### src/rtl/mmio_avst_to_avmm_bridge.sv
// mmio_avst_to_avmm_bridge: host MMIO Avalon-ST command/response to single-beat Avalon-MM master
module mmio_avst_to_avmm_bridge #(
    parameter int ADDR_W         = 16,
    parameter int TIMEOUT_CYCLES = 1024
) (
    input  logic              clk_clk,
    input  logic              reset_reset,
    input  logic [83:0]       avst_mmio_cmd_data,
    input  logic              avst_mmio_cmd_valid,
    output logic              avst_mmio_cmd_ready,
    output logic [63:0]       avst_mmio_rsp_data,
    output logic              avst_mmio_rsp_valid,
    input  logic              avst_mmio_rsp_ready,
    output logic [ADDR_W-1:0] avmm_address,
    output logic              avmm_read,
    output logic              avmm_write,
    output logic [63:0]       avmm_writedata,
    output logic [7:0]        avmm_byteenable,
    input  logic              avmm_waitrequest,
    input  logic [63:0]       avmm_readdata,
    input  logic              avmm_readdatavalid,
    output logic [7:0]        timeout_count
);
    typedef enum logic [2:0] {IDLE, WR_ISSUE, RD_ISSUE, RD_WAIT, RSP} state_t;
    state_t      state, state_next;
    logic [15:0] timer;
    logic [15:0] cmd_addr;
    logic [63:0] cmd_wd;
    logic        drop_pending, drop_next, size_q, hi_q;
    logic        accept, timer_done, timeout_hit;
    logic        unused_bits;
    assign cmd_addr    = avst_mmio_cmd_data[79:64];
    assign cmd_wd      = avst_mmio_cmd_data[63:0];
    assign unused_bits = ^{avst_mmio_cmd_data[83:82], cmd_addr[1:0]};
    assign accept      = state == IDLE && avst_mmio_cmd_valid && avst_mmio_cmd_ready;
    assign timer_done  = timer == 16'(TIMEOUT_CYCLES - 1);
    assign timeout_hit = state == RD_WAIT && !avmm_readdatavalid && timer_done;
    // a late beat from an abandoned read, or a quiet IDLE window, retires the drop flag
    assign drop_next   = timeout_hit ? 1'b1 :
                         (drop_pending && (avmm_readdatavalid || (state == IDLE && timer_done))) ? 1'b0 :
                         drop_pending;
    // state register
    always_ff @(posedge clk_clk) begin
        if (reset_reset) state <= IDLE;
        else             state <= state_next;
    end
    // next-state decode
    always_comb begin
        state_next = state;
        case (state)
            IDLE:     if (accept) state_next = avst_mmio_cmd_data[80] ? WR_ISSUE : RD_ISSUE;
            WR_ISSUE: if (!avmm_waitrequest) state_next = IDLE;
            RD_ISSUE: if (!avmm_waitrequest) state_next = RD_WAIT;
            RD_WAIT:  if (avmm_readdatavalid || timer_done) state_next = RSP;
            RSP:      if (avst_mmio_rsp_ready) state_next = IDLE;
            default:  state_next = IDLE;
        endcase
    end
    // registered outputs, command latch, read capture and timeout bookkeeping
    always_ff @(posedge clk_clk) begin
        if (reset_reset) begin
            avst_mmio_cmd_ready <= 1'b0;
            avst_mmio_rsp_valid <= 1'b0;
            avst_mmio_rsp_data  <= '0;
            avmm_read           <= 1'b0;
            avmm_write          <= 1'b0;
            avmm_address        <= '0;
            avmm_writedata      <= '0;
            avmm_byteenable     <= '0;
            timeout_count       <= '0;
            drop_pending        <= 1'b0;
            timer               <= '0;
            size_q              <= 1'b0;
            hi_q                <= 1'b0;
        end else begin
            avst_mmio_cmd_ready <= state_next == IDLE && !drop_next;
            avst_mmio_rsp_valid <= state_next == RSP;
            avmm_write          <= state_next == WR_ISSUE;
            avmm_read           <= state_next == RD_ISSUE;
            drop_pending        <= drop_next;
            timer               <= (state == RD_WAIT || (state == IDLE && drop_pending)) ? timer + 16'd1 : 16'd0;
            if (timeout_hit && timeout_count != 8'hFF) timeout_count <= timeout_count + 8'd1;
            if (accept) begin
                avmm_address    <= {cmd_addr[ADDR_W-1:3], 3'b000};
                avmm_byteenable <= avst_mmio_cmd_data[81] ? 8'hFF : cmd_addr[2] ? 8'hF0 : 8'h0F;
                avmm_writedata  <= avst_mmio_cmd_data[81] ? cmd_wd : {cmd_wd[31:0], cmd_wd[31:0]};
                size_q          <= avst_mmio_cmd_data[81];
                hi_q            <= cmd_addr[2];
            end
            if (state == RD_WAIT && avmm_readdatavalid)
                avst_mmio_rsp_data <= size_q ? avmm_readdata :
                                      {32'h0, hi_q ? avmm_readdata[63:32] : avmm_readdata[31:0]};
            else if (timeout_hit)
                avst_mmio_rsp_data <= 64'hFFFF_FFFF_FFFF_FFFF;
        end
    end
endmodule

### config.mk
export PLATFORM = sky130hd
export DESIGN_NAME = mmio_avst_to_avmm_bridge
export DESIGN_NICKNAME = d
export VERILOG_FILES = /design/src/rtl/mmio_avst_to_avmm_bridge.sv
export SDC_FILE = /design/constraint.sdc
export NUM_CORES = 1
export LEC_CHECK = 0
export CELL_PAD_IN_SITES_DETAIL_PLACEMENT = 2
export CELL_PAD_IN_SITES_GLOBAL_PLACEMENT = 2
export CORE_UTILIZATION = 21
export CTS_BUF_LIST = sky130_fd_sc_hd__clkbuf_8
export DETAILED_ROUTE_END_ITERATION = 8
export PLACE_DENSITY_LB_ADDON = 0.1
export SLEW_MARGIN = 30
export SYNTH_ARGS = -nofsm -noshare
export SYNTH_HDL_FRONTEND = slang
export SYNTH_SLANG_ARGS = --single-unit
### constraint.sdc
create_clock -name clk_clk -period 1.8 [get_ports clk_clk]
set_input_delay 0.54 -clock clk_clk [delete_from_list [all_inputs] [get_ports clk_clk]]
set_output_delay 0.54 -clock clk_clk [all_outputs]
set_load 0.005 [all_outputs]
Word-level counts from Yosys, hierarchy flattened
Cells that the tools add are included.

Register bits: 183. Input bits: 154. Output and inout bits: 164. Logic and storage cells: 61.

Add/subtract/negate cells: 2. Equal/unequal tests: 9. Mux-type cells: 16. Bitwise logic cells: 1. Reduce and logical (&&, ||, !) cells: 19.

Operators with widths (count): $mux 64 (4); $mux 32 (1); $add 16x1->16 const B (1); $eq 16x10->1 const B (1); $mux 8 (2); $mux 3 (5); $pmux 3 s5 (1); $logic_and 1x1->1 (10); $eq 3x2->1 const B (3); $add 8x1->8 const B (1); $ne 8x8->1 const B (1); $eq 3x1->1 const B (2); $eq 3x3->1 const B (2); $logic_not 3->1 (2); $logic_or 1x1->1 (3); $logic_not 1->1 (2); $mux 1 (2); $mux 2 (1); $reduce_bool 2->1 (1); $reduce_or 2->1 (1); $not 1->1 (1).

Logic depth before layout (Yosys ltp)
Gate-level depths: netlist of run 1.

Word-level depth: 8. Mapped depth: 9. Gate-level depth less buffers: 6.

Worst setup path after synthesis of run 1
OpenSTA, ideal clock, no wires.

Kind: reg2reg. Start point: reg timer[0]. End point: reg avst_mmio_cmd_ready. Library setup time: 92 ps. Data arrival time: 1668 ps. Required time: 1708 ps. Slack: 40 ps. Stages on the path, launching flop included: 9. Buffers on the path: 3. Period minus slack after synthesis: 1760 ps. Cells stage by stage: dfxtp_1 ha_1 and3_1 buf_2 and4_4 o21a_4 buf_8 buf_12 nor4_1.

Word-level cells in the longest chain between the ends: 8. Elaborated cells between the ends (all ways): 13. Those cells by class: eq/ne: 1; mux: 4; reduce/logical: 8.

RTL lines: from (decl) (RTL line 26) `logic [15:0] timer;`; from (signal assigned) (RTL line 81) `timer <= (state == RD_WAIT || (state == IDLE && drop_pending)) ? timer + 16'd1 : 16'd0;`; $eq 16x10->1 * (RTL line 36) `assign timer_done = timer == 16'(TIMEOUT_CYCLES - 1);`; branches (longest 6 deep; another with $pmux 3 s5); $logic_and 1x1->1 * (RTL line 76) `avst_mmio_cmd_ready <= state_next == IDLE && !drop_next;`; to (signal assigned) (RTL line 76); to (decl) (RTL line 10) `output logic avst_mmio_cmd_ready,`.

Every way passes the cells marked *. A chain may end at the register's enable or synchronous reset.

==> results of run 1 <==
==> layer usage <==
layer / wire length (um) / vias up
met5: 12 / -
met4: 605 / 2
met3: 2540 / 35
met2: 13800 / 204
met1: 12400 / 3491
li1: - / 3526
==> critical path: stages, from the launching register on <==
cell,delay [ps]
dfxtp_2,330
buf_6,120
dlygate4sd2_1,260
==> per-stage QoR <==
step	utilization [%]	instance area, um2
after detailed placement	32.9	11100
final	34.3	11600
after global routing	34.3	11600
after CTS	34.0	11500
after floorplan	-	7230
after global placement	32.9	11100
==> final cells by class <==
cell class                 count  area share, %
antenna                        1         0.0216
multi-input combinational    597           28.9
timing repair buffer         376           31.7
clock buffer                  22           2.62
clock inverter                 8          0.541
tap                          448           4.85
inverter                       2         0.0649
sequential                   177           31.3
==> placed cells by master, fill, tap and decap left out, types with 3 or more instances in the layout <==
master / count
buf_12: 16
and3_1: 8
a211oi_1: 32
a21oi_1: 84
mux2i_1: 33
nor3_1: 38
conb_1: 3
dlygate4sd2_1: 159
xnor2_1: 11
a311oi_1: 26
nor4_1: 3
nand3_1: 5
nand2b_1: 3
dfxtp_4: 3
dfxtp_1: 123
inv_1: 4
clkinv_2: 5
nand2_1: 171
nor2_1: 116
clkbuf_8: 22
nor2b_1: 4
and2_1: 3
clkdlybuf4s50_1: 147
dfxtp_2: 51
a311oi_2: 6
buf_6: 3
nand3b_1: 3
nor2_2: 9
xor2_1: 9
buf_4: 45
==> power groups by stage <==
stage,Clock (mW),Combinational [mW],Sequential [mW]
floorplan,0,0.645,4.33
global placement,0,1.79,4.32
detailed placement,0,1.81,4.33
CTS,2.90,1.69,4.24
global route,3.03,1.81,4.27
finish,2.74,1.64,4.24
==> registers in the layout, indices dropped and copies added, names as in the netlist <==
name	cells
avmm_address	13
avmm_byteenable	2
avmm_read	1
avmm_write	1
avmm_writedata	64
avst_mmio_cmd_ready	1
avst_mmio_rsp_data	64
avst_mmio_rsp_valid	1
drop_pending	1
hi_q	1
size_q	1
state	3
timeout_count	8
timer	16
==> cell families after synthesis <==
kind of cell               Yosys count  synth area share, %
and+or+nand+nor                    382                 23.4
DFF                                177                 49.1
AOI/OAI and AO/OA                  156                 14.5
buffers and inverters               81                 5.68
muxes                               33                 4.57
xor gates and xnor gates            20                 2.43
adders and majority gates            2                0.346
other                                1               0.0519
==> worst max-delay path by stage <==
| stage | slack, ps | start | end | cells past startpoint |
|---|---|---|---|---|
| after global placement | -280 | avst_mmio_cmd_valid | avmm_writedata[48] | 7 |
| after floorplan | 40 | timer[0] | avst_mmio_cmd_ready | 8 |
| after CTS | -90 | timer[0] | avst_mmio_rsp_data[25] | 7 |
| after global routing | -60 | timer[12] | avst_mmio_rsp_data[45] | 6 |
| final | 70 | avmm_byteenable[6] | avmm_byteenable[7] | 2 |
| after detailed placement | -400 | avst_mmio_cmd_valid | avmm_writedata[59] | 7 |
==> what timing repair did <==
action                                  CTS  global route
resized for setup                       219            15
setup buffers                             7             5
pin swaps                                 2            17
cloned                                    3             1
endpoints found under the setup margin  167            69
==> impl_metrics.py, run 1 <==
metrics = {
    "drt": {
        "drt_iter0_drc": 170,
        "via_count": 7258,
        "drtAntennaViolNets": 0,
        "viasPerCell": 4.45,
        "drtPass1Iterations": 4,
        "drt-total-wl_um": 29400,
        "remaining_drc_errors": 0,
        "post_drt_wl_per_cell_um": 18.0,
    },
    "power": {
        "power_mw": 8.61,
        "p_sw_share_pct": 27.7,
        "p_leak_nw": 4.92,
        "p_clk_share_pct": 31.8,
        "power_frac_comb_pct": 19.0,
        "p_sw_mw": 2.38,
        "seqPwrFrac_pct": 49.2,
        "p_per_area_nw_per_um2": 745,
        "p_int_mw": 6.23,
        "peakVddDrop_mv": 0.458,
    },
    "clock_network": {
        "cts_max_path_buffers": 2,
        "clock_sinks": 177,
        "cts_hold_buf": 0,
        "htree_levels": 4,
        "clkTransAtPathRegs_ps": 90,
        "clockRootBuffer": "clkbuf_8",
        "cts_buffers": 17,
        "clock_latency_ps": 480,
        "tritoncts": "done",
    },
    "grt": {
        "use_met2_pct": 27.1,
        "antenna_found_initial": 2,
        "use_met1_pct": 19.2,
        "track_usage_pct": 16.5,
        "overflow": 0,
        "met3_usage_pct": 7.05,
        "top_usage_layer": "met2",
        "grt_max_degree": 94,
        "grt_first_pass_wirelength_um": 44700,
        "grt_pass1_vias": 7692,
    },
    "floorplanning": {
        "initial_utilization_pct": 21.4,
        "io-pin-count": 318,
        "rows": 67,
        "dieWidth_um": 187,
        "fp.dieH_um": 187,
        "core-area_um2": 33700,
        "die-area_um2": 35100,
    },
    "yosys": {
        "synthCells": 852,
        "ys_types": 47,
        "postSynthAreaPerCell_um2": 8.48,
        "post-synth-top-count-cell": "dfxtp_1",
        "ys_top_cells_by_area": "dfxtp_1 (49%), nand2_1 (8.9%), nor2_1 (6.2%)",
        "async_flop_share_pct": 0,
        "synth_ff_type": "dfxtp_1",
        "synth_edf_count": 0,
        "ys_warn_count": 0,
        "yosys.area.top_type": "dfxtp_1",
        "yosysSeqAreaShare_pct": 49.1,
        "ys_top_cells_by_count": "dfxtp_1 (177), nand2_1 (172), nor2_1 (120), a21oi_1 (84), clkbuf_1 (46)",
        "netlist_area_um2": 7220,
        "synth_top_area_share_pct": 49.1,
        "ys_ff_latch": 177,
    },
    "timing": {
        "setup_slack_ps": 66.1,
        "final_hold_viol_count": 0,
        "fin_worst_skew_ps": 10.2,
        "fmax_mhz": 577,
        "drv_slew": 0,
        "finalSetupViolations": 0,
        "post-route-period-util_pct": 96.3,
        "tns_ps": 0,
        "holdWs_ps": 297,
        "rsz0062_at_grt": "yes",
        "period_minus_slack_ps": 1730,
        "maxSlewHeadroom_pct": 63.9,
        "worstMarginPinSlew_ps": 541,
    },
    "place": {
        "port_buffers": 310,
        "dp.cells": 1585,
        "place_ws_ps": -397,
        "dpl.hpwl_um": 20700,
        "place.gp.congestion": 0.731,
    },
    "layout": {
        "synthToLayoutAreaGrowth_pct": 60.1,
        "seqCellArea_um2": 3620,
        "fin_cells": 1631,
        "drive_gt1_share_pct": 15.5,
        "final_nets": 1327,
        "multiInputGateArea_um2": 3340,
        "num-fill-cells": 3907,
    },
    "critical_path": {
        "reg2regPathDepth": 6,
        "reg2reg_to": "avst_mmio_rsp_data[33]",
        "worstReg2RegStart": "timer[10]",
        "critical_path.max_fanout": 4,
        "worstPathArrival_ps": 1190,
        "required_ps": 1260,
        "critPathLaunchType": "register",
        "crit_type": "reg2out",
        "r2r_slack_ps": 70,
        "worst_setup_path_end_kind": "output port",
    },
    "job": {
        "drv_cap": 0,
    },
    "hold_path": {
        "holdPathStages": 2,
        "hold_end": "avst_mmio_rsp_data[0]",
        "worstHoldStart": "reset_reset",
        "min_path_type": "in2reg",
    },
    "status": {
        "status": "complete, no violations",
    },
}
No activity file was read; power rests on OpenSTA's default activity.
==> run 2, diff against run 1 <==
==> constraint.sdc (replaced) <==
create_clock -name clk_clk -period 1.4 [get_ports clk_clk]
set_input_delay 0.42 -clock clk_clk [delete_from_list [all_inputs] [get_ports clk_clk]]
set_output_delay 0.42 -clock clk_clk [all_outputs]
set_load 0.005 [all_outputs]
==> run 2 against run 1 <==
Net effect: the run now ends with negative setup slack left; global-route usage is 1.8 points higher; worst setup slack worse by 440 ps; sequential share of layout area is 5.7 points lower; die area stayed put; sequential power is 31% higher; critical path depth is 5 higher; core utilization is 9.4 points higher; critical path type is now reg2reg; largest cell class unchanged; largest power group unchanged.
==> impl_metrics.py, run 2 (same netlist as run 1, synthesis figures left out) <==
metrics = {
    "layout": {
        "final_common_cell": "dfxtp_2",
        "multiInputGateArea_um2": 4700,
        "synthToLayoutAreaGrowth_pct": 104,
        "seqCellArea_um2": 3770,
        "utilization_pct": 43.7,
        "largest_registers": "avmm_writedata x64, avst_mmio_rsp_data x64, timer x16",
        "fin_cells": 1779,
        "num-fill-cells": 3552,
        "drive_gt1_share_pct": 62.4,
        "final_nets": 1472,
        "final_cell_mix": "dfxtp_2 (148), clkdlybuf4s50_1 (147), buf_6 (130)",
    },
    "timing": {
        "worstMarginPinSlew_ps": 521,
        "period_minus_slack_ps": 1770,
        "fmax_mhz": 564,
        "rsz0062_at_grt": "yes",
        "post-route-period-util_pct": 127,
        "final_hold_viol_count": 0,
        "setup_slack_ps": -372,
        "drv_slew": 0,
        "finalSetupViolations": 185,
        "fin_worst_skew_ps": 15.2,
        "holdWs_ps": 261,
        "tns_ps": -33540,
        "maxSlewHeadroom_pct": 65.0,
    },
    "power": {
        "p_sw_share_pct": 29.9,
        "p_sw_mw": 3.90,
        "p_per_area_nw_per_um2": 887,
        "p_leak_nw": 6.19,
        "p_int_mw": 9.15,
        "power_frac_comb_pct": 28.2,
        "seqPwrFrac_pct": 42.5,
        "p_clk_share_pct": 29.3,
        "peakVddDrop_mv": 0.555,
    },
    "critical_path": {
        "worstReg2RegStart": "timer[12]",
        "r2r_slack_ps": -370,
        "critical_path.max_fanout": 6,
        "critPathLaunchType": "register",
        "reg2reg_to": "avst_mmio_rsp_data[30]",
        "crit_type": "reg2reg",
        "reg2regPathDepth": 7,
        "required_ps": 1780,
        "worstPathArrival_ps": 2150,
        "worst_setup_path_end_kind": "register",
    },
    "clock_network": {
        "cts_buffers": 17,
        "cts_max_path_buffers": 2,
        "tritoncts": "done",
        "clockRootBuffer": "clkbuf_8",
        "clock_latency_ps": 470,
        "clock_sinks": 177,
        "clkTransAtPathRegs_ps": 100,
        "htree_levels": 4,
    },
    "grt": {
        "track_usage_pct": 18.3,
        "grt_pass1_vias": 8516,
        "grt_first_pass_wirelength_um": 49700,
        "antenna_found_initial": 2,
        "overflow": 0,
        "grt_max_degree": 35,
    },
    "floorplanning": {
        "initial_utilization_pct": 21.4,
        "rows": 67,
        "fp.dieH_um": 187,
        "core-area_um2": 33700,
        "io-pin-count": 318,
        "die-area_um2": 35100,
        "dieWidth_um": 187,
    },
    "hold_path": {
        "min_path_type": "in2reg",
        "worstHoldStart": "reset_reset",
        "hold_end": "avst_mmio_rsp_data[7]",
        "holdPathStages": 2,
    },
    "place": {
        "place.gp.congestion": 0.746,
        "place_ws_ps": -636,
        "dpl.hpwl_um": 21600,
        "port_buffers": 310,
        "dp.cells": 1627,
    },
    "drt": {
        "remaining_drc_errors": 0,
        "post_drt_wl_per_cell_um": 19.1,
        "viasPerCell": 4.48,
        "drt_iter0_drc": 196,
        "drt-total-wl_um": 33900,
        "drtAntennaViolNets": 0,
        "via_count": 7970,
        "drtPass1Iterations": 4,
    },
    "status": {
        "violations": "negative setup slack",
        "status": "complete, but fails checks",
    },
    "job": {
        "drv_cap": 0,
    },
}
==> run 2: worst max path at each step <==
stage | start | slack, ps | end | cells past startpoint
2_1_floorplan | timer[0] | -250 | avst_mmio_rsp_valid | 9
3_3_place_gp | avst_mmio_cmd_valid | -550 | avmm_writedata[61] | 7
3_5_place_dp | avst_mmio_cmd_valid | -640 | avmm_writedata[49] | 7
4_1_cts | timer[14] | -370 | avst_mmio_rsp_data[29] | 7
5_1_grt | timer[12] | -460 | avst_mmio_rsp_data[30] | 7
6_report | timer[12] | -370 | avst_mmio_rsp_data[30] | 7
==> run 2: final cells by class <==
type	count	area share [%]
antenna	2	0.0340
clock buffer	20	1.87
clock inverter	12	0.910
inverter	2	0.0510
multi-input combinational	596	31.9
sequential	177	25.6
tap	448	3.81
timing repair buffer	522	35.8
==> run 2: critical path, stage by stage (launching register included) <==
cell	delay (ps)
dfxtp_2	350
nor4_4	310
and4_4	290
o21a_4	230
buf_12	150
buf_16	130
nor2_4	30
a311oi_2	180
==> run 2: repair_timing <==
item	in CTS	in global routing
endpoints found under the setup margin	330	297
hold buffers	0	0
cloned	11	1
gates resized for setup	1048	274
pin swaps	106	101
setup buffers	44	71
==> run 2: routing by layer <==
layer  track usage, %  vias up  share of wire, %
met3             6.12       25               6.4
li1                 -     3826                 -
met5                0        -                 0
met4             4.19        0               1.2
met2             31.4      231                50
met1             22.0     3888                42
==> run 2: metrics by stage <==
| stage | total power [mW] | instance area, um2 |
|---|---|---|
| floorplan | 6.42 | 7400 |
| global placement | 7.92 | 11600 |
| detailed placement | 7.94 | 11600 |
| CTS | 12.6 | 13100 |
| global route | 13.7 | 14700 |
| finish | 13.1 | 14700 |
==> run 2: power by group through the flow <==
stage                     Sequential, mW  Clock [mW]  Combinational [mW]
final                               5.55        3.82                3.68
after global routing                5.58        4.21                3.94
after CTS                           5.56        4.01                3.04
after detailed placement            5.58           0                2.36
after global placement              5.58           0                2.34
after floorplan                     5.57           0               0.857
==> run 3, diff against run 2 <==
==> constraint.sdc (replaced) <==
create_clock -name clk_clk -period 1.4 [get_ports clk_clk]
set_input_delay 0.35 -clock clk_clk [delete_from_list [all_inputs] [get_ports clk_clk]]
set_output_delay 0.35 -clock clk_clk [all_outputs]
set_load 0.005 [all_outputs]
==> run 3 against run 2 <==
Net effect: non-clock buffer count decreased by 52; core utilization decreased by 4.0 points; first-iteration DRC count decreased by 1.5%; critical path type unchanged; maximum frequency decreased by 1.8%; cell count decreased by 3.0%; global-route usage decreased by 0.89 points; highest routed layer unchanged; routed wire length decreased by 2.3%; the flow still finishes with violations (negative setup slack).
==> impl_metrics.py, run 3 (same netlist as run 1, synthesis figures left out) <==
metrics = {
    "layout": {
        "largest_registers": "avmm_writedata x64, avst_mmio_rsp_data x64, timer x16",
        "final_common_cell": "buf_2",
        "diodes": 0,
        "fin_cells": 1725,
        "multiInputGateArea_um2": 4310,
        "drive_gt1_share_pct": 55.2,
        "final_cell_mix": "buf_2 (149), clkdlybuf4s50_1 (147), dfxtp_2 (146)",
        "utilization_pct": 39.7,
        "num-fill-cells": 3608,
        "seqCellArea_um2": 3750,
        "synthToLayoutAreaGrowth_pct": 85.3,
        "final_nets": 1421,
        "final_area_um2": 13400,
    },
    "floorplanning": {
        "initial_utilization_pct": 21.4,
        "die-area_um2": 35100,
        "fp.dieH_um": 187,
        "io-pin-count": 318,
        "rows": 67,
        "dieWidth_um": 187,
        "core-area_um2": 33700,
    },
    "clock_network": {
        "cts_max_path_buffers": 2,
        "htree_levels": 4,
        "clkTransAtPathRegs_ps": 100,
        "clockRootBuffer": "clkbuf_8",
        "cts_hold_buf": 0,
        "cts_buffers": 17,
        "clock_sinks": 177,
        "clock_latency_ps": 480,
        "tritoncts": "done",
    },
    "critical_path": {
        "r2r_slack_ps": -410,
        "critPathLaunchType": "register",
        "worstPathArrival_ps": 2220,
        "worst_setup_path_end_kind": "register",
        "required_ps": 1810,
        "critical_path.max_fanout": 8,
        "crit_type": "reg2reg",
    },
    "timing": {
        "drv_slew": 0,
        "period_minus_slack_ps": 1810,
        "fmax_mhz": 554,
        "rsz0062_at_grt": "yes",
        "holdWs_ps": 126,
        "final_hold_viol_count": 0,
        "post-route-period-util_pct": 129,
        "tns_ps": -31420,
        "finalSetupViolations": 173,
        "fin_worst_skew_ps": 13.9,
        "setup_slack_ps": -405,
    },
    "grt": {
        "overflow": 0,
        "grt_pass1_vias": 8012,
        "track_usage_pct": 17.4,
        "grt_first_pass_wirelength_um": 47400,
        "antenna_found_initial": 0,
        "grt_max_degree": 35,
    },
    "power": {
        "seqPwrFrac_pct": 44.1,
        "peakVddDrop_mv": 0.566,
        "p_sw_share_pct": 29.3,
        "power_frac_comb_pct": 25.8,
        "power_mw": 12.5,
        "p_sw_mw": 3.67,
        "p_clk_share_pct": 30.1,
        "p_leak_nw": 5.68,
        "p_per_area_nw_per_um2": 935,
        "p_int_mw": 8.85,
    },
    "drt": {
        "post_drt_wl_per_cell_um": 19.2,
        "drt_iter0_drc": 193,
        "via_count": 7728,
        "drtAntennaViolNets": 0,
        "viasPerCell": 4.48,
        "drtPass1Iterations": 4,
        "remaining_drc_errors": 0,
        "drt-total-wl_um": 33100,
    },
    "status": {
        "status": "complete, but fails checks",
        "violations": "negative setup slack",
    },
    "job": {
        "drv_cap": 0,
    },
    "hold_path": {
        "min_path_type": "in2reg",
    },
    "place": {
        "place_area_um2": 11600,
        "port_buffers": 310,
        "place.gp.congestion": 0.744,
        "dp.cells": 1621,
        "dpl.hpwl_um": 22400,
        "place_ws_ps": -573,
    },
}
[run 3: cell count changes in the layout (fill, tap and decap cells not counted), sizes merged]
cell / previous run / this run
inv: 6 / 3
dlymetal6s2s: 0 / 1
diode: 2 / 0
buf: 373 / 309
clkinv: 3 / 4
clkbuf: 22 / 34
nand2: 172 / 173
[run 3: layer usage]
metal  wire length, um  GRT usage, %  vias to the layer above
met5                 0             0                        -
met4               534          4.82                        0
met3              1880          5.23                       26
met2             16600          30.3                      200
met1             14100          20.6                     3781
li1                  -             -                     3721
[run 3: timing repair]
action                                  4_1_cts  5_1_grt
gates resized for setup                     824      267
cloned                                        0       15
pin swaps                                    38      113
buffers inserted                             27       36
endpoints found under the setup margin      337      195
[run 3: power groups by stage]
stage / Sequential, mW / Clock [mW] / Combinational (mW)
2_1_floorplan: 5.57 / 0 / 0.856
4_1_cts: 5.49 / 3.97 / 2.31
5_1_grt: 5.56 / 4.16 / 3.46
3_3_place_gp: 5.58 / 0 / 2.39
6_report: 5.52 / 3.77 / 3.22
3_5_place_dp: 5.58 / 0 / 2.42
[run 3: worst paths after layout]
kind                                          from                     end  cells after the start
worst min-delay path                   reset_reset        avmm_address[15]                      2
worst max-delay path                      timer[0]  avst_mmio_rsp_data[48]                      9
worst min register to register  avmm_writedata[22]      avmm_writedata[22]                      2
worst max register to register            timer[0]  avst_mmio_rsp_data[48]                      9
[run 3: cell type report]
class,instances,area share [%]
sequential,177,28.0
clock inverter,10,0.823
multi-input combinational,597,32.2
timing repair buffer,470,32.6
clock buffer,21,2.16
tap,448,4.19
inverter,2,0.0561
[run 3: worst max-delay path, stage by stage, from the launching register on]
cell and delay (ps):
dfxtp_2 370, ha_4 140, and3_4 210, and4_4 240, o21a_4 200, buf_12 120, clkbuf_16 140, buf_12 130
nor2_1 40, nor3_1 150
